<file path="src/rtl/pmp_prog_ctrl_pkg.sv">
// Shared types and helpers for the PMP programming sequencer.
// Provides the response status and FSM state enums, the pmpcfg byte layout,
// CSR base addresses and the byte extract/merge helpers used on cfg words.
// Optional feature macro: PMP_PROG_VERIFY_EN adds a read-back VERIFY state.
package pmp_prog_ctrl_pkg;

    localparam logic [31:0] CSR_PMPCFG0  = 32'h0000_03A0;
    localparam logic [31:0] CSR_PMPADDR0 = 32'h0000_03B0;

    // Address-matching modes of a pmpcfg entry
    localparam logic [1:0] PMP_A_OFF = 2'd0;
    localparam logic [1:0] PMP_A_TOR = 2'd1;

    typedef struct packed {
        logic       l;
        logic [1:0] rsvd;
        logic [1:0] a;
        logic       x;
        logic       w;
        logic       r;
    } pmpcfg_t;

    typedef enum logic [1:0] {
        PMP_ST_OK          = 2'd0,
        PMP_ST_LOCKED      = 2'd1,
        PMP_ST_TOR_LOCKED  = 2'd2,
        PMP_ST_VERIFY_FAIL = 2'd3
    } pmp_status_e;

    typedef enum logic [2:0] {
        ST_IDLE    = 3'd0,
        ST_RD_CFG  = 3'd1,
        ST_RD_NXT  = 3'd2,
        ST_CHK     = 3'd3,
        ST_WR_ADDR = 3'd4,
        ST_WR_CFG  = 3'd5,
        ST_RESP    = 3'd6
`ifdef PMP_PROG_VERIFY_EN
        , ST_VERIFY = 3'd7
`endif
    } pmp_prog_state_e;

    // Pick byte 'sel' of a 32-bit pmpcfg word as a structured cfg entry
    function automatic pmpcfg_t cfg_byte(input logic [31:0] word, input logic [1:0] sel);
        pmpcfg_t res;
        case (sel)
            2'd0:    res = pmpcfg_t'(word[7:0]);
            2'd1:    res = pmpcfg_t'(word[15:8]);
            2'd2:    res = pmpcfg_t'(word[23:16]);
            2'd3:    res = pmpcfg_t'(word[31:24]);
            default: res = pmpcfg_t'(8'h00);
        endcase
        return res;
    endfunction

    // Replace byte 'sel' of a pmpcfg word, leaving the other three entries intact
    function automatic logic [31:0] cfg_merge(input logic [31:0] word, input logic [1:0] sel,
                                              input logic [7:0] new_byte);
        logic [31:0] res;
        res = word;
        case (sel)
            2'd0:    res[7:0]   = new_byte;
            2'd1:    res[15:8]  = new_byte;
            2'd2:    res[23:16] = new_byte;
            2'd3:    res[31:24] = new_byte;
            default: res        = word;
        endcase
        return res;
    endfunction

endpackage

</file>
<file path="src/rtl/pmp_prog_ctrl.sv">
// PMP region programming sequencer.
// One request programs one region: read the cfg word (and the following cfg
// word when the next entry lives there), refuse if the target is locked or the
// next entry is a locked TOR entry, otherwise write pmpaddr then the merged cfg
// word. All outputs are registered and computed from the next state, so the CSR
// strobes line up with the state they belong to.
// Optional feature macro: PMP_PROG_VERIFY_EN re-reads the cfg word after the
// write and reports VERIFY_FAIL when the hardware legalised the byte.
module pmp_prog_ctrl
    import pmp_prog_ctrl_pkg::*;
#(
    parameter int NUM_REGIONS = 16,
    localparam int IDXW = $clog2(NUM_REGIONS)
) (
    input  logic            clock,
    input  logic            reset,
    input  logic            req_valid,
    output logic            req_ready,
    input  logic [IDXW-1:0] req_idx,
    input  logic [31:0]     req_addr,
    input  logic [7:0]      req_cfg,
    output logic            resp_valid,
    input  logic            resp_ready,
    output logic [1:0]      resp_status,
    output logic            busy,
    output logic            csr_wr_en,
    output logic [31:0]     csr_addr,
    output logic [31:0]     csr_wdata,
    input  logic [31:0]     csr_rdata
);

    pmp_prog_state_e state_q, state_d;
    pmp_status_e     status_q, status_d;
    logic [IDXW-1:0] idx_q, idx_d;
    logic [31:0]     addr_q, addr_d;
    logic [7:0]      cfg_q, cfg_d;
    logic [31:0]     cfg_word_q, cfg_word_d;
    logic [7:0]      nxt_cfg_q, nxt_cfg_d;

    logic            req_ready_q, req_ready_d;
    logic            resp_valid_q, resp_valid_d;
    logic [1:0]      resp_status_q, resp_status_d;
    logic            busy_q, busy_d;
    logic            csr_wr_en_q, csr_wr_en_d;
    logic [31:0]     csr_addr_q, csr_addr_d;
    logic [31:0]     csr_wdata_q, csr_wdata_d;

    logic            not_last_s;
    logic            need_rd_nxt_s;
    pmpcfg_t         tgt_cfg_s;
    pmpcfg_t         nxt_cfg_s;
    logic [31:0]     cfg_waddr_s;

    // Decode lock-check inputs from the captured cfg words
    always_comb begin
        not_last_s    = (32'(idx_q) < 32'(NUM_REGIONS - 1));
        need_rd_nxt_s = (idx_q[1:0] == 2'b11) && not_last_s;
        tgt_cfg_s     = cfg_byte(cfg_word_q, idx_q[1:0]);
        if (idx_q[1:0] == 2'b11) begin
            nxt_cfg_s = pmpcfg_t'(nxt_cfg_q);
        end else begin
            nxt_cfg_s = cfg_byte(cfg_word_q, idx_q[1:0] + 2'd1);
        end
    end

    // Next-state logic: sequence reads, lock checks, writes and the response
    always_comb begin
        state_d    = state_q;
        status_d   = status_q;
        idx_d      = idx_q;
        addr_d     = addr_q;
        cfg_d      = cfg_q;
        cfg_word_d = cfg_word_q;
        nxt_cfg_d  = nxt_cfg_q;
        case (state_q)
            ST_IDLE: begin
                if (req_valid && req_ready_q) begin
                    idx_d    = req_idx;
                    addr_d   = req_addr;
                    cfg_d    = req_cfg;
                    status_d = PMP_ST_OK;
                    state_d  = ST_RD_CFG;
                end else begin
                    state_d = ST_IDLE;
                end
            end
            ST_RD_CFG: begin
                cfg_word_d = csr_rdata;
                if (need_rd_nxt_s) begin
                    state_d = ST_RD_NXT;
                end else begin
                    state_d = ST_CHK;
                end
            end
            ST_RD_NXT: begin
                nxt_cfg_d = csr_rdata[7:0];
                state_d   = ST_CHK;
            end
            ST_CHK: begin
                if (tgt_cfg_s.l) begin
                    status_d = PMP_ST_LOCKED;
                    state_d  = ST_RESP;
                end else if (not_last_s && nxt_cfg_s.l && (nxt_cfg_s.a == PMP_A_TOR)) begin
                    status_d = PMP_ST_TOR_LOCKED;
                    state_d  = ST_RESP;
                end else begin
                    state_d = ST_WR_ADDR;
                end
            end
            ST_WR_ADDR: begin
                state_d = ST_WR_CFG;
            end
            ST_WR_CFG: begin
`ifdef PMP_PROG_VERIFY_EN
                state_d = ST_VERIFY;
`else
                status_d = PMP_ST_OK;
                state_d  = ST_RESP;
`endif
            end
`ifdef PMP_PROG_VERIFY_EN
            ST_VERIFY: begin
                if (cfg_byte(csr_rdata, idx_q[1:0]) != pmpcfg_t'(cfg_q)) begin
                    status_d = PMP_ST_VERIFY_FAIL;
                end else begin
                    status_d = PMP_ST_OK;
                end
                state_d = ST_RESP;
            end
`endif
            ST_RESP: begin
                if (resp_ready) begin
                    state_d = ST_IDLE;
                end else begin
                    state_d = ST_RESP;
                end
            end
            default: begin
                state_d = ST_IDLE;
            end
        endcase
    end

    // Output decode from the next state so the registered strobes match that state
    always_comb begin
        cfg_waddr_s   = CSR_PMPCFG0 + (32'(idx_d) >> 2);
        csr_wr_en_d   = 1'b0;
        csr_addr_d    = 32'h0000_0000;
        csr_wdata_d   = 32'h0000_0000;
        resp_valid_d  = 1'b0;
        req_ready_d   = (state_d == ST_IDLE);
        busy_d        = (state_d != ST_IDLE);
        resp_status_d = resp_status_q;
        case (state_d)
            ST_RD_CFG: begin
                csr_addr_d = cfg_waddr_s;
            end
            ST_RD_NXT: begin
                csr_addr_d = cfg_waddr_s + 32'd1;
            end
            ST_WR_ADDR: begin
                csr_wr_en_d = 1'b1;
                csr_addr_d  = CSR_PMPADDR0 + 32'(idx_d);
                csr_wdata_d = addr_d;
            end
            ST_WR_CFG: begin
                csr_wr_en_d = 1'b1;
                csr_addr_d  = cfg_waddr_s;
                csr_wdata_d = cfg_merge(cfg_word_d, idx_d[1:0], cfg_d);
            end
`ifdef PMP_PROG_VERIFY_EN
            ST_VERIFY: begin
                csr_addr_d = cfg_waddr_s;
            end
`endif
            ST_RESP: begin
                resp_valid_d  = 1'b1;
                resp_status_d = status_d;
            end
            default: begin
                csr_wr_en_d = 1'b0;
            end
        endcase
    end

    // State, request context and registered outputs
    always_ff @(posedge clock or negedge reset) begin
        if (!reset) begin
            state_q       <= ST_IDLE;
            status_q      <= PMP_ST_OK;
            idx_q         <= '0;
            addr_q        <= 32'h0000_0000;
            cfg_q         <= 8'h00;
            cfg_word_q    <= 32'h0000_0000;
            nxt_cfg_q     <= 8'h00;
            req_ready_q   <= 1'b1;
            resp_valid_q  <= 1'b0;
            resp_status_q <= 2'd0;
            busy_q        <= 1'b0;
            csr_wr_en_q   <= 1'b0;
            csr_addr_q    <= 32'h0000_0000;
            csr_wdata_q   <= 32'h0000_0000;
        end else begin
            state_q       <= state_d;
            status_q      <= status_d;
            idx_q         <= idx_d;
            addr_q        <= addr_d;
            cfg_q         <= cfg_d;
            cfg_word_q    <= cfg_word_d;
            nxt_cfg_q     <= nxt_cfg_d;
            req_ready_q   <= req_ready_d;
            resp_valid_q  <= resp_valid_d;
            resp_status_q <= resp_status_d;
            busy_q        <= busy_d;
            csr_wr_en_q   <= csr_wr_en_d;
            csr_addr_q    <= csr_addr_d;
            csr_wdata_q   <= csr_wdata_d;
        end
    end

    assign req_ready   = req_ready_q;
    assign resp_valid  = resp_valid_q;
    assign resp_status = resp_status_q;
    assign busy        = busy_q;
    assign csr_wr_en   = csr_wr_en_q;
    assign csr_addr    = csr_addr_q;
    assign csr_wdata   = csr_wdata_q;

endmodule
</file>
<file path="config.mk">
export PLATFORM = sky130hd
export DESIGN_NAME = pmp_prog_ctrl
export DESIGN_NICKNAME = d
export VERILOG_FILES = /design/src/rtl/pmp_prog_ctrl_pkg.sv /design/src/rtl/pmp_prog_ctrl.sv
export SDC_FILE = /design/constraint.sdc
export NUM_CORES = 1
export LEC_CHECK = 0
export BUFFER_PORTS_ARGS = -buffer_cell sky130_fd_sc_hd__clkbuf_2
export CAP_MARGIN = 10
export CORE_ASPECT_RATIO = 0.6
export CORE_MARGIN = 4
export CORE_UTILIZATION = 45
export DETAILED_ROUTE_END_ITERATION = 10
export GPL_TIMING_DRIVEN = 1
export PLACE_DENSITY_LB_ADDON = 0.1
export SLEW_MARGIN = 20
export SYNTH_ARGS = -nofsm -noshare
export SYNTH_HDL_FRONTEND = slang
export SYNTH_SLANG_ARGS = --single-unit
export TNS_END_PERCENT = 5
</file>
<file path="constraint.sdc">
create_clock -name clock -period 1.9 [get_ports clock]
set_input_delay 0.095 -clock clock [delete_from_list [all_inputs] [get_ports clock]]
set_output_delay 0.095 -clock clock [all_outputs]
set_load 0.01 [all_outputs]
</file>
# --- Word level (Yosys, flattened, before mapping) ---
# Index checks and enable logic that the tools add are counted.
classes:
  add_sub_neg: 4
  order_cmp: 1
  eq_ne: 21
  mux: 28
  n_reduce_logical: 12
ops:
  columns: ["operator", "n"]
  rows:
  - ["two-way mux 32 bit", 3]
  - ["one-hot mux 32 bit (2 select lines)", 1]
  - ["one-hot mux 8 bit (4 select lines)", 2]
  - ["two-way mux 8 bit", 7]
  - ["one-hot mux 12 bit (3 select lines)", 1]
  - ["one-hot mux 3 bit (7 select lines)", 1]
  - ["== test 3 bit, second input constant", 6]
  - ["adder 11 x 1 -> 12 bit, second input constant", 1]
  - ["== test 2 bit, second input constant", 6]
  - ["adder 10 x 2 -> 11 bit, first input constant", 1]
  - ["adder 10 x 4 -> 11 bit, first input constant", 1]
  - ["two-way mux 2 bit", 5]
  - ["== test 3 x 2 -> 1 bit, second input constant", 3]
  - ["== test 2 x 1 -> 1 bit, second input constant", 4]
  - ["two-way mux 4 bit", 2]
  - ["== test 3 x 1 -> 1 bit, second input constant", 2]
  - ["zero test 2 bit", 3]
  - ["zero test 3 bit", 2]
  - ["one-hot mux 2 bit (3 select lines)", 1]
  - ["logical AND 1 bit", 4]
  - ["< comparator 4 bit, second input constant", 1]
  - ["two-way mux 1 bit", 4]
  - ["OR reduction 2 bit", 2]
  - ["two-way mux 3 bit", 1]
  - ["2 further kinds", 2]
totals:
  ff_bits: 159
  input_bits: 80
  output_inout_bits: 70
  elab_cells: 80

# --- Longest topological paths before layout ---
# Gate-level depths: netlist (run 1).
logic_depth:
  word_depth: 12
  ltp_mapped: 8
  depth_no_buf: 7

# --- Worst setup path after synthesis (run 1) ---
# No wires, ideal clock.
synth_timing:
  path_type: "register to register"
  startpoint: "register state_q[1]"
  endpoint: "register csr_addr_q[1] (netlist: csr_addr[1])"
  setup_ps: 142
  arrival_ps: 1905
  setup_slack_ps: -147
  stages_incl_launch_ff: 9
  path_buffers: 1
  period_less_slack_ps: 2047
  cell_sequence: "dfrtp_1 or3_1 clkbuf_1 nor2_4 mux2i_1 inv_1 ha_1 nand2_1 o221ai_1"
synth_via:
  elab_chain_len: 5
synth_rtl:
  columns: ["item", "line", "source"]
  rows:
  - ["start, declared", "pmp_prog_ctrl.sv:32", "pmp_prog_state_e state_q, state_d;"]
  - ["start signal, assigned", "pmp_prog_ctrl.sv:204", "state_q <= state_d;"]
  - ["zero test 3 bit *", "pmp_prog_ctrl.sv:75", "case (state_q)"]
  - ["two-way mux 4 bit *", "pmp_prog_ctrl.sv:75", null]
  - ["adder 10 x 2 -> 11 bit *", "pmp_prog_ctrl.sv:146", "cfg_waddr_s = CSR_PMPCFG0 + (32'(idx_d) >> 2);"]
  - ["named net cfg_waddr_s[1]", "pmp_prog_ctrl.sv:52", "logic [31:0] cfg_waddr_s;"]
  - ["adder 11 x 1 -> 12 bit", "pmp_prog_ctrl.sv:159", "csr_addr_d = cfg_waddr_s + 32'd1;"]
  - ["one-hot mux 12 bit (3 select lines) *", "pmp_prog_ctrl.sv:154", "case (state_d)"]
  - ["named net csr_addr_d[1]", "pmp_prog_ctrl.sv:45", "logic [31:0] csr_addr_q, csr_addr_d;"]
  - ["end signal, assigned", "pmp_prog_ctrl.sv:216", "csr_addr_q <= csr_addr_d;"]
  - ["end, declared", "pmp_prog_ctrl.sv:45", null]
# Mark *: on every way through the listed nets, which the timed path passes. The rest lies on a longest branch.
# A chain may end at the register's enable or synchronous reset.

# --- Worst setup path in the final report (run 1) ---
layout_timing:
  startpoint: "register state_q[2]"
  endpoint: "register csr_wdata_q[27] (netlist: csr_wdata[27])"
layout_rtl:
  columns: ["item", "line", "source"]
  rows:
  - ["== test 3 x 1 -> 1 bit", "pmp_prog_ctrl.sv:75", null]
  - ["two-way mux 32 bit", "pmp_prog_ctrl.sv:75", null]
  - ["named net cfg_word_d[27]", "pmp_prog_ctrl.sv:37", "logic [31:0] cfg_word_q, cfg_word_d;"]
  - ["two-way mux 8 bit", "pmp_prog_ctrl_pkg.sv:61", "case (sel)"]
  - ["one-hot mux 32 bit (2 select lines)", "pmp_prog_ctrl.sv:154", null]
  - ["named net csr_wdata_d[27]", "pmp_prog_ctrl.sv:46", "logic [31:0] csr_wdata_q, csr_wdata_d;"]
  - ["end signal, assigned", "pmp_prog_ctrl.sv:217", "csr_wdata_q <= csr_wdata_d;"]
  - ["end, declared", "pmp_prog_ctrl.sv:46", null]
# The timed path passes the listed nets, and every way through them passes these cells.

==> impl_results.rst, run 1 <==
.. list-table::
   :header-rows: 1

   * - Metric
     - Value
   * - Number of levels the H-tree was split into
     - 4
   * - WS Path Type
     - reg2reg
   * - Largest family of logic cells by synthesized area
     - multiplexers
   * - Fraction of the mapped netlist area in compound gates
     - 0.0779
   * - Ratio of final minimum period to clock period
     - 0.998
   * - Final layout net count
     - 761
   * - Vias per cell
     - 4.86
   * - Number of enable flip-flop cells after synthesis
     - 0
   * - Adder-Cell Fraction of Synth Area
     - 0.00221
   * - Pin count of the biggest net entering global routing
     - 58
   * - Final-report hold violation count
     - 0
   * - Total number of clock tree sinks
     - 128
   * - 1st-iter DRT viols
     - 113
   * - Leak
     - 0.00410 uW
   * - CTS Buf Count
     - 17
   * - Library cell occupying the most area in the post-synthesis netlist
     - dfrtp_1
   * - Syn Inst Count
     - 442
   * - Area share of and/or/nand/nor cells after synthesis
     - 0.0553
   * - Sequential cell area fraction in the yosys report
     - 0.567
   * - Average wire per cell in the routed design
     - 17.8 um
   * - Detailed-routed wire length on met2
     - 6620 um
   * - Placeable Area
     - 12,200 um2
   * - Most used cells in the layout excluding fill and tap cells
     - 125 x dfrtp_1, 125 x clkbuf_2, 77 x dlygate4sd3_1, 47 x mux2i_1, 39 x inv_1
   * - Max_cap viols
     - 0
   * - Number of antenna-violating nets in the routed design
     - 0
   * - Mux share of post-synthesis cell area
     - 0.210
   * - Top routing layer used
     - met4
   * - FILL cells
     - 935
   * - Mapped cell area
     - 5650 um2
   * - Initial antenna violation count
     - 0
   * - Count of synthesis-stage warnings from yosys
     - 0
   * - Total vias in the final route
     - 4,176
   * - Starting utilization of the core area
     - 0.464
   * - Number of global-route vias before repair
     - 4,411
   * - Global route total overflow
     - 0
   * - Category of cells accounting for the largest share of critical-path delay
     - multiplexers
   * - Final critical delay including setup and external delays
     - 1900 ps
   * - Die Height
     - 94.8 um
   * - Setup repair after global routing missed its margin
     - yes
   * - Worst-path cell with the longest stage delay
     - dfrtp_1
   * - Setup Slack @ Placement
     - -176 ps
   * - Critical path buffer and inverter count
     - 3
   * - RePlAce Congestion
     - 0.805
   * - Max incr delay on CP
     - 390 ps
   * - Clock-pin transition on the worst setup and hold timing paths
     - 50 ps
   * - I/O pin cnt
     - 150
   * - Final setup violation count
     - 0
   * - Critical path launch point type
     - flip-flop
   * - TritonCTS clock tree
     - yes
   * - Maximum clock insertion buffer count
     - 2
   * - Run status
     - finished, final reports clean
   * - Hpwl dp
     - 10,400 um
   * - Number of input and output port buffers inserted
     - 126
   * - Critical Path End Type
     - flip-flop
   * - Seq cells post-synth
     - 128
   * - Tightest Hold Check Type
     - in2reg
   * - Final core area utilization
     - 0.677
   * - Power density cells
     - 1630 nW/um2
   * - Global-route wire length before repair
     - 24,300 um
   * - Count of final max-slew check failures
     - 0
   * - Cell at the root of the clock tree
     - clkbuf_16
   * - Final worst slack
     - 4.24 ps
   * - Share of Yosys cell area claimed by the top area cell type
     - 0.562
   * - Cell variety after synth
     - 45
   * - Die area
     - 14,500 um2
   * - Arrival time of data at the critical path endpoint
     - 2170 ps
   * - Growth of design area from synthesis to finish
     - 45.8%
   * - Overall routed net length
     - 15,300 um
   * - Leading post-synthesis cells by cell area
     - dfrtp_1 56%, mux2i_1 12%, mux2_2 8.6%
   * - Metal-1 WL
     - 7750 um
   * - Peak clock frequency supported by timing
     - 527 MHz
   * - Endpoint required time on the critical path
     - 2170 ps
   * - Async set-reset flop share out of synthesis
     - 1.00
   * - Worst Path Max Fanout
     - 19
   * - Initial DRT Pass Iterations
     - 4
   * - Xor and xnor area share after synthesis
     - 0
   * - Top_reg_cell synth
     - dfrtp_1
   * - Worst clock skew
     - 10.4 ps
   * - Largest voltage drop on the vdd net
     - 0.000743 V
   * - Post-Synthesis Mean Instance Area
     - 12.8 um2
   * - Die width
     - 153 um
   * - Cell Rows
     - 31
   * - Insertion delay to the later sink of the worst-skew pair
     - 410 ps
   * - Crit path cell chain
     - buf_6 > nor3b_4 > buf_4 > buf_12 > mux2_2 > mux2i_2 > o22ai_1
   * - Met3 WL
     - 840 um
   * - Fraction of final layout cells sized beyond drive strength 1
     - 0.413
   * - Drt drc
     - 0
   * - Combined global-route utilization of all metal layers
     - 0.218
==> worst reg2reg max path, delay by kind of cell (launching register included) <==
kind                   cells  cell delay (ps)
DFF                        1              390
and+or+nand+nor            1              220
muxes                      2              550
buffers and inverters      3              490
AOI/OAI and AO/OA          1              110
==> routing by layer <==
metal / track usage / vias to the layer above
li1: - / 1966
met1: 0.324 / 2073
met2: 0.315 / 125
met3: 0.0549 / 12
met4: 0.0689 / 0
met5: 0 / -
==> kinds of logic after synthesis <==
group                    Yosys count
AO/OA/AOI/OAI                     58
other                              1
adder cells (fa/ha/maj)            1
flip-flops                       128
buffers and inverters             88
multiplexers                     112
AND/OR/NAND/NOR                   54
==> cell usage after synthesis (2+ instances only) <==
cell type	number
mux2i_1	68
a21oi_1	3
nand2b_1	4
inv_1	39
a31oi_1	2
o21ai_0	9
mux2_2	43
dfrtp_1	127
nand3_1	3
nand2_1	18
buf_4	29
or3_1	2
nand4b_1	2
o211ai_1	2
buf_2	5
nor3b_1	2
nor2b_1	4
o22ai_1	22
clkbuf_1	8
nand3b_1	3
o22ai_2	10
a211o_1	2
and3b_1	2
nor2_1	6
o221ai_1	2
buf_6	6
==> repair_timing <==
action | CTS | global route
setup buffers | 2 | 2
setup endpoints to repair | 38 | 41
resized for setup | 12 | 29
gates cloned | 1 | 1
hold buffers | 77 | 0
hold endpoints to repair | 207 | 0
pin swaps | 3 | 1
==> power by group <==
| group | leakage, uW | switching [uW] | internal (uW) | total (uW) |
|---|---|---|---|---|
| Clock | 0.000314 | 1150 | 2300 | 3450 |
| Sequential | 0.00161 | 662 | 3950 | 4610 |
| Combinational | 0.00218 | 2690 | 2720 | 5410 |
==> sequential cells by signal, summed over array words and instances (netlist names) <==
register	cells
csr_wdata	32
idx_q	4
nxt_cfg_q	3
addr_q	32
cfg_q	8
cfg_word_q	32
state_q	3
resp_valid	1
resp_status	2
status_q	2
csr_addr	6
csr_wr_en	1
busy	1
req_ready	1
==> final timing paths <==
path	startpoint	end	slack [ps]	cells after the start
worst max-delay path	state_q[2]	csr_wdata[27]	4	7
worst min-delay path	resp_ready	state_q[1]	30	3
worst max register to register	state_q[2]	csr_wdata[27]	4	7
worst min register to register	addr_q[29]	addr_q[29]	480	2
max in group asynchronous	reset	cfg_word_q[22]	1250	3
min in group asynchronous	reset	status_q[1]	220	3
==> stage by stage <==
stage	hold WS [ps]	cell area [um2]	power (uW)	std cells	TNS (ps)
2_1_floorplan	-201	5740	7630	464	-94.9
3_3_place_gp	121	6610	9200	743	-811
3_5_place_dp	120	6610	9350	743	-1540
4_1_cts	2.03	8090	13200	855	-9.54
5_1_grt	45.9	8240	14300	858	-1350
6_report	31.3	8240	13500	859	0
==> cell type report <==
cell class,instances,area [um2],area share
repair buffers,246,1880,0.228
diodes,1,2.50,0.000304
inverters,39,146,0.0178
flip-flops and latches,128,3210,0.389
multi-input cells,248,2170,0.263
well taps,165,206,0.0250
clock inverters,10,158,0.0191
clock buffers,22,474,0.0575
Note: power is estimated with default switching activity, not from simulation.
==> run 2: changes to the inputs <==
- PLACE_DENSITY: unset -> 0.73
- PLACE_DENSITY_LB_ADDON: 0.1 -> unset
==> impl_results.rst, run 2 (synthesis gave the netlist of run 1 again) <==
.. list-table::
   :header-rows: 1

   * - Metric
     - Value
   * - Run status
     - finished with violations
   * - Violated checks
     - setup timing
   * - Clock-pin transition on the worst setup and hold timing paths
     - 60 ps
   * - 1st-iter DRT viols
     - 248
   * - Ratio of final minimum period to clock period
     - 1.01
   * - Insertion delay to the later sink of the worst-skew pair
     - 410 ps
   * - Final setup violation count
     - 3
   * - Setup_tns
     - -40.4 ps
   * - Combinational power share
     - 0.397
   * - Fin area
     - 8160 um2
   * - Number of antenna-violating nets in the routed design
     - 0
   * - Final worst slack
     - -18.1 ps
   * - Worst clock skew
     - 8.22 ps
   * - Initial DRT Pass Iterations
     - 5
   * - Power density cells
     - 1630 nW/um2
   * - Total number of clock tree sinks
     - 128
   * - Placed Area
     - 6520 um2
   * - Endpoint required time on the critical path
     - 2190 ps
   * - Global-route wire length before repair
     - 24,200 um
   * - Growth of design area from synthesis to finish
     - 44.5%
   * - Initial antenna violation count
     - 0
   * - Combined global-route utilization of all metal layers
     - 0.219
   * - WS Path Type
     - reg2reg
   * - Worst-path cell with the longest stage delay
     - or3_4
   * - Starting utilization of the core area
     - 0.464
   * - RePlAce Congestion
     - 0.827
   * - Number of global-route vias before repair
     - 4,553
   * - Die Height
     - 94.8 um
   * - Vias per cell
     - 5.00
   * - Category of cells accounting for the largest share of critical-path delay
     - simple AND/OR/NAND/NOR gates
   * - Most used cells in the layout excluding fill and tap cells
     - 126 x dfrtp_1, 125 x clkbuf_2, 77 x dlygate4sd3_1, 58 x mux2i_1, 43 x mux2_2
   * - Count of final max-slew check failures
     - 0
   * - Final layout net count
     - 757
   * - Antenna diode count
     - 0
   * - Placeable Area
     - 12,200 um2
   * - Fraction of final layout cells sized beyond drive strength 1
     - 0.395
   * - Arrival time of data at the critical path endpoint
     - 2200 ps
   * - Leak
     - 0.00407 uW
   * - Max incr delay on CP
     - 420 ps
   * - Cell Rows
     - 31
   * - Switching power as a share of total power
     - 0.337
   * - Worst Path Max Fanout
     - 5
   * - Final-report hold violation count
     - 0
   * - Final cell count without fillers
     - 854
   * - Internal power of the cells
     - 8830 uW
   * - Cell at the root of the clock tree
     - clkbuf_16
   * - Tightest Hold Check Type
     - in2reg
   * - Worst hold margin
     - 31.9 ps
   * - Peak clock frequency supported by timing
     - 521 MHz
   * - Max_cap viols
     - 0
   * - Reg power frac
     - 0.345
   * - Critical path buffer and inverter count
     - 1
   * - Number of placed instances, taps included
     - 731
   * - Worst-Margin Slew
     - 560 ps
   * - Setup repair after global routing missed its margin
     - yes
   * - TritonCTS clock tree
     - yes
   * - CTS Buf Count
     - 17
   * - Number of levels the H-tree was split into
     - 4
   * - Register-to-register setup slack
     - -20 ps
   * - Hpwl dp
     - 10,100 um
   * - Overall power of the completed layout
     - 13,300 uW
   * - Critical path launch point type
     - flip-flop
   * - Global route total overflow
     - 0
   * - Clock network fraction of total power
     - 0.258
   * - I/O pin cnt
     - 150
   * - Number of input and output port buffers inserted
     - 126
   * - Die area
     - 14,500 um2
   * - Drt drc
     - 0
   * - Most common cell after layout, fill and taps aside
     - dfrtp_1
   * - Overall routed net length
     - 15,900 um
   * - Pin count of the biggest net entering global routing
     - 61
   * - Average wire per cell in the routed design
     - 18.6 um
   * - Die width
     - 153 um
   * - Final critical delay including setup and external delays
     - 1920 ps
   * - Maximum clock insertion buffer count
     - 2
   * - Largest voltage drop on the vdd net
     - 0.000798 V
   * - Crit path cell chain
     - or3_4 > nor2_4 > mux2i_2 > inv_1 > ha_1 > nand2_1 > o221ai_2
   * - Critical Path End Type
     - flip-flop
   * - Max_slew headroom
     - 0.627
   * - Switching component of the power
     - 4500 uW
   * - Total vias in the final route
     - 4,272
==> run 2: worst paths after layout <==
| kind | start | endpoint | cells after the start |
|---|---|---|---|
| max | state_q[0] | csr_addr[1] | 7 |
| max in group asynchronous | reset | idx_q[0] | 3 |
| min reg2reg | addr_q[7] | addr_q[7] | 2 |
| min in group asynchronous | reset | csr_wdata[13] | 2 |
| min | resp_ready | state_q[1] | 3 |
| max reg2reg | state_q[0] | csr_addr[1] | 7 |
==> run 2: stage by stage <==
stage / util / worst slack [ps]
3_5_place_dp: 0.535 / -133
2_1_floorplan: - / -94.9
4_1_cts: 0.659 / -2.83
5_1_grt: 0.670 / -89.2
3_3_place_gp: 0.535 / -93.4
6_report: 0.670 / -18.1
==> run 2: area by class of cell <==
class	count	area (um2)
multi-input combinational	248	2110
fill	884	4020
clock inverter	11	160
inverter	39	146
timing repair buffer	242	1870
tap	165	206
clock buffer	21	470
sequential	128	3210
==> run 2: what timing repair did <==
action	CTS	global route
endpoints found under the hold margin	136	0
cloned	2	2
pin swaps	4	6
setup buffers	7	3
endpoints found under the setup margin	35	37
hold buffers	77	0
resized for setup	9	19
==> run 2: metal layers <==
metal	track usage	share of wire	routed length, um	vias up
met5	0	0	0	-
met4	0.0534	0.0093	148	0
met3	0.0696	0.073	1160	15
met2	0.345	0.45	7210	169
met1	0.299	0.46	7380	2125
li1	-	-	-	1963
==> run 2: power groups by stage <==
| stage | Combinational, uW | Sequential, uW | Clock, uW |
|---|---|---|---|
| 4_1_cts | 5020 | 4560 | 3490 |
| 5_1_grt | 5740 | 4730 | 3610 |
| 2_1_floorplan | 3110 | 4530 | 0 |
| 6_report | 5290 | 4590 | 3440 |
| 3_5_place_dp | 4640 | 4600 | 0 |
| 3_3_place_gp | 4490 | 4530 | 0 |
==> run 2: worst min-delay path, stage by stage <==
cell and delay, ps:
clkbuf_2 110, nand2_1 70, a221o_1 130
==> run 3: changes to the inputs <==
- PLACE_DENSITY: 0.73 -> 0.7
- clock period: 1.9 -> 2.3 ns (I/O delays scaled with it)
==> impl_results.rst, run 3 (synthesis gave the netlist of run 1 again) <==
.. list-table::
   :header-rows: 1

   * - Metric
     - Value
   * - Fraction of final layout cells sized beyond drive strength 1
     - 0.347
   * - Initial DRT Pass Iterations
     - 4
   * - Min-Delay Endpoint
     - idx_q[2]
   * - Number of antenna-violating nets in the routed design
     - 0
   * - Max_slew headroom
     - 0.600
   * - Max_cap viols
     - 0
   * - Critical Path End Type
     - flip-flop
   * - Placed Area
     - 6380 um2
   * - Ratio of final minimum period to clock period
     - 0.920
   * - Largest voltage drop on the vdd net
     - 0.000748 V
   * - I/O pin cnt
     - 150
   * - Worst clock skew
     - 8.39 ps
   * - Global route total overflow
     - 0
   * - Final-report hold violation count
     - 0
   * - Number of post-CTS setup repair buffers
     - 0
   * - Register-to-register setup slack
     - 190 ps
   * - Count of final max-slew check failures
     - 0
   * - Reg2Reg Capture Point
     - csr_wdata[25]
   * - Number of levels the H-tree was split into
     - 4
   * - Most common cell after layout, fill and taps aside
     - dfrtp_1
   * - TritonCTS clock tree
     - yes
   * - Number of global-route vias before repair
     - 4,302
   * - Cell Rows
     - 31
   * - Beginning of the worst hold path
     - req_idx[2]
   * - Power density cells
     - 1330 nW/um2
   * - Tightest Hold Check Type
     - in2reg
   * - Setup repair after global routing missed its margin
     - no
   * - Endpoint required time on the critical path
     - 2570 ps
   * - Starting utilization of the core area
     - 0.464
   * - Hold Crit Depth
     - 3
   * - Initial antenna violation count
     - 0
   * - Worst Path Max Fanout
     - 24
   * - Combined global-route utilization of all metal layers
     - 0.214
   * - Overall power of the completed layout
     - 10,300 uW
   * - Insertion delay to the later sink of the worst-skew pair
     - 420 ps
   * - Global-route wire length before repair
     - 23,600 um
   * - Hpwl dp
     - 9840 um
   * - Final setup violation count
     - 0
   * - Overall routed net length
     - 14,900 um
   * - Antenna diode count
     - 0
   * - Number of cells on the worst reg-to-reg path
     - 5
   * - WS Path Type
     - reg2reg
   * - Die area
     - 14,500 um2
   * - RePlAce Congestion
     - 0.869
   * - Number of input and output port buffers inserted
     - 126
   * - Worst-Margin Slew
     - 601 ps
   * - Fin area
     - 7730 um2
   * - Setup_tns
     - 0 ps
   * - Run status
     - finished, final reports clean
   * - Total number of clock tree sinks
     - 128
   * - Final critical delay including setup and external delays
     - 2110 ps
   * - Placeable Area
     - 12,200 um2
   * - Reg-to-reg critical path startpoint
     - idx_q[1]
   * - Die width
     - 153 um
   * - Arrival time of data at the critical path endpoint
     - 2380 ps
   * - Drt drc
     - 0
   * - Growth of design area from synthesis to finish
     - 36.7%
   * - Total vias in the final route
     - 4,083
   * - CTS Buf Count
     - 17
   * - 1st-iter DRT viols
     - 239
   * - Pin count of the biggest net entering global routing
     - 70
   * - Most used cells in the layout excluding fill and tap cells
     - 127 x dfrtp_1, 125 x clkbuf_2, 75 x dlygate4sd3_1, 68 x mux2i_1, 43 x mux2_2
   * - Leak
     - 0.00390 uW
   * - Clock-pin transition on the worst setup and hold timing paths
     - 60 ps
   * - Cell at the root of the clock tree
     - clkbuf_16
   * - Final layout net count
     - 730
   * - Average wire per cell in the routed design
     - 18.0 um
   * - Critical path launch point type
     - flip-flop
   * - Maximum clock insertion buffer count
     - 2
   * - Peak clock frequency supported by timing
     - 473 MHz
   * - Vias per cell
     - 4.94
   * - Die Height
     - 94.8 um
==> run 3: cell types whose count changed in the layout (fill, tap and decap cells not counted), sizes merged <==
cell	before	now
buf	38	15
clkbuf	148	145
clkinv	5	7
dlygate4sd3	77	75
bufinv	4	3
==> run 3: power by group <==
part	internal, uW	switching [uW]	total [uW]
Clock	1740	965	2710
Sequential	3260	533	3790
Combinational	1750	2030	3780
==> run 3: worst max path at each step <==
stage | from | end | slack, ps
5_1_grt | state_q[1] | csr_addr[1] | 70
3_3_place_gp | state_q[1] | csr_addr[1] | 300
4_1_cts | state_q[1] | csr_addr[1] | 190
2_1_floorplan | state_q[1] | csr_addr[1] | 250
3_5_place_dp | state_q[1] | csr_addr[1] | 210
6_report | idx_q[1] | csr_wdata[25] | 190
==> run 3: worst max-delay path, stage by stage (launching register included) <==
cell	delay, ps
dfrtp_1	510
or3b_1	430
a211o_1	360
nand4_1	160
buf_4	340
o22ai_1	160
==> run 3: layout make-up <==
cell class	instances	area [um2]
flip-flops and latches	128	3200
clock buffers	20	457
clock inverters	12	140
well taps	165	206
fillers	926	4450
repair buffers	215	1530
inverters	39	146
multi-input cells	248	2050
==> run 3: through the flow <==
step                cells  utilization  worst slack [ps]  hold WS (ps)
detailed placement    720        0.524               208         -24.4
global placement      720        0.524               305         -30.1
CTS                   827        0.634               193          22.3
floorplan             464            -               253          -181
finish                827        0.634               185          13.9
global route          827        0.634              69.0          15.7
==> run 3: layer usage <==
metal / wire length (um) / GRT usage / part of all wire
met2: 6650 / 0.315 / 0.45
met3: 1200 / 0.0691 / 0.080
met4: 108 / 0.0511 / 0.0072
met1: 6960 / 0.308 / 0.47
met5: 0 / 0 / 0
==> run 3: timing repair <==
| item | 4_1_cts | 5_1_grt |
|---|---|---|
| endpoints found under the setup margin | 0 | 1 |
| gates resized for setup | 0 | 1 |
| hold buffers | 75 | 0 |
| endpoints found under the hold margin | 156 | 0 |
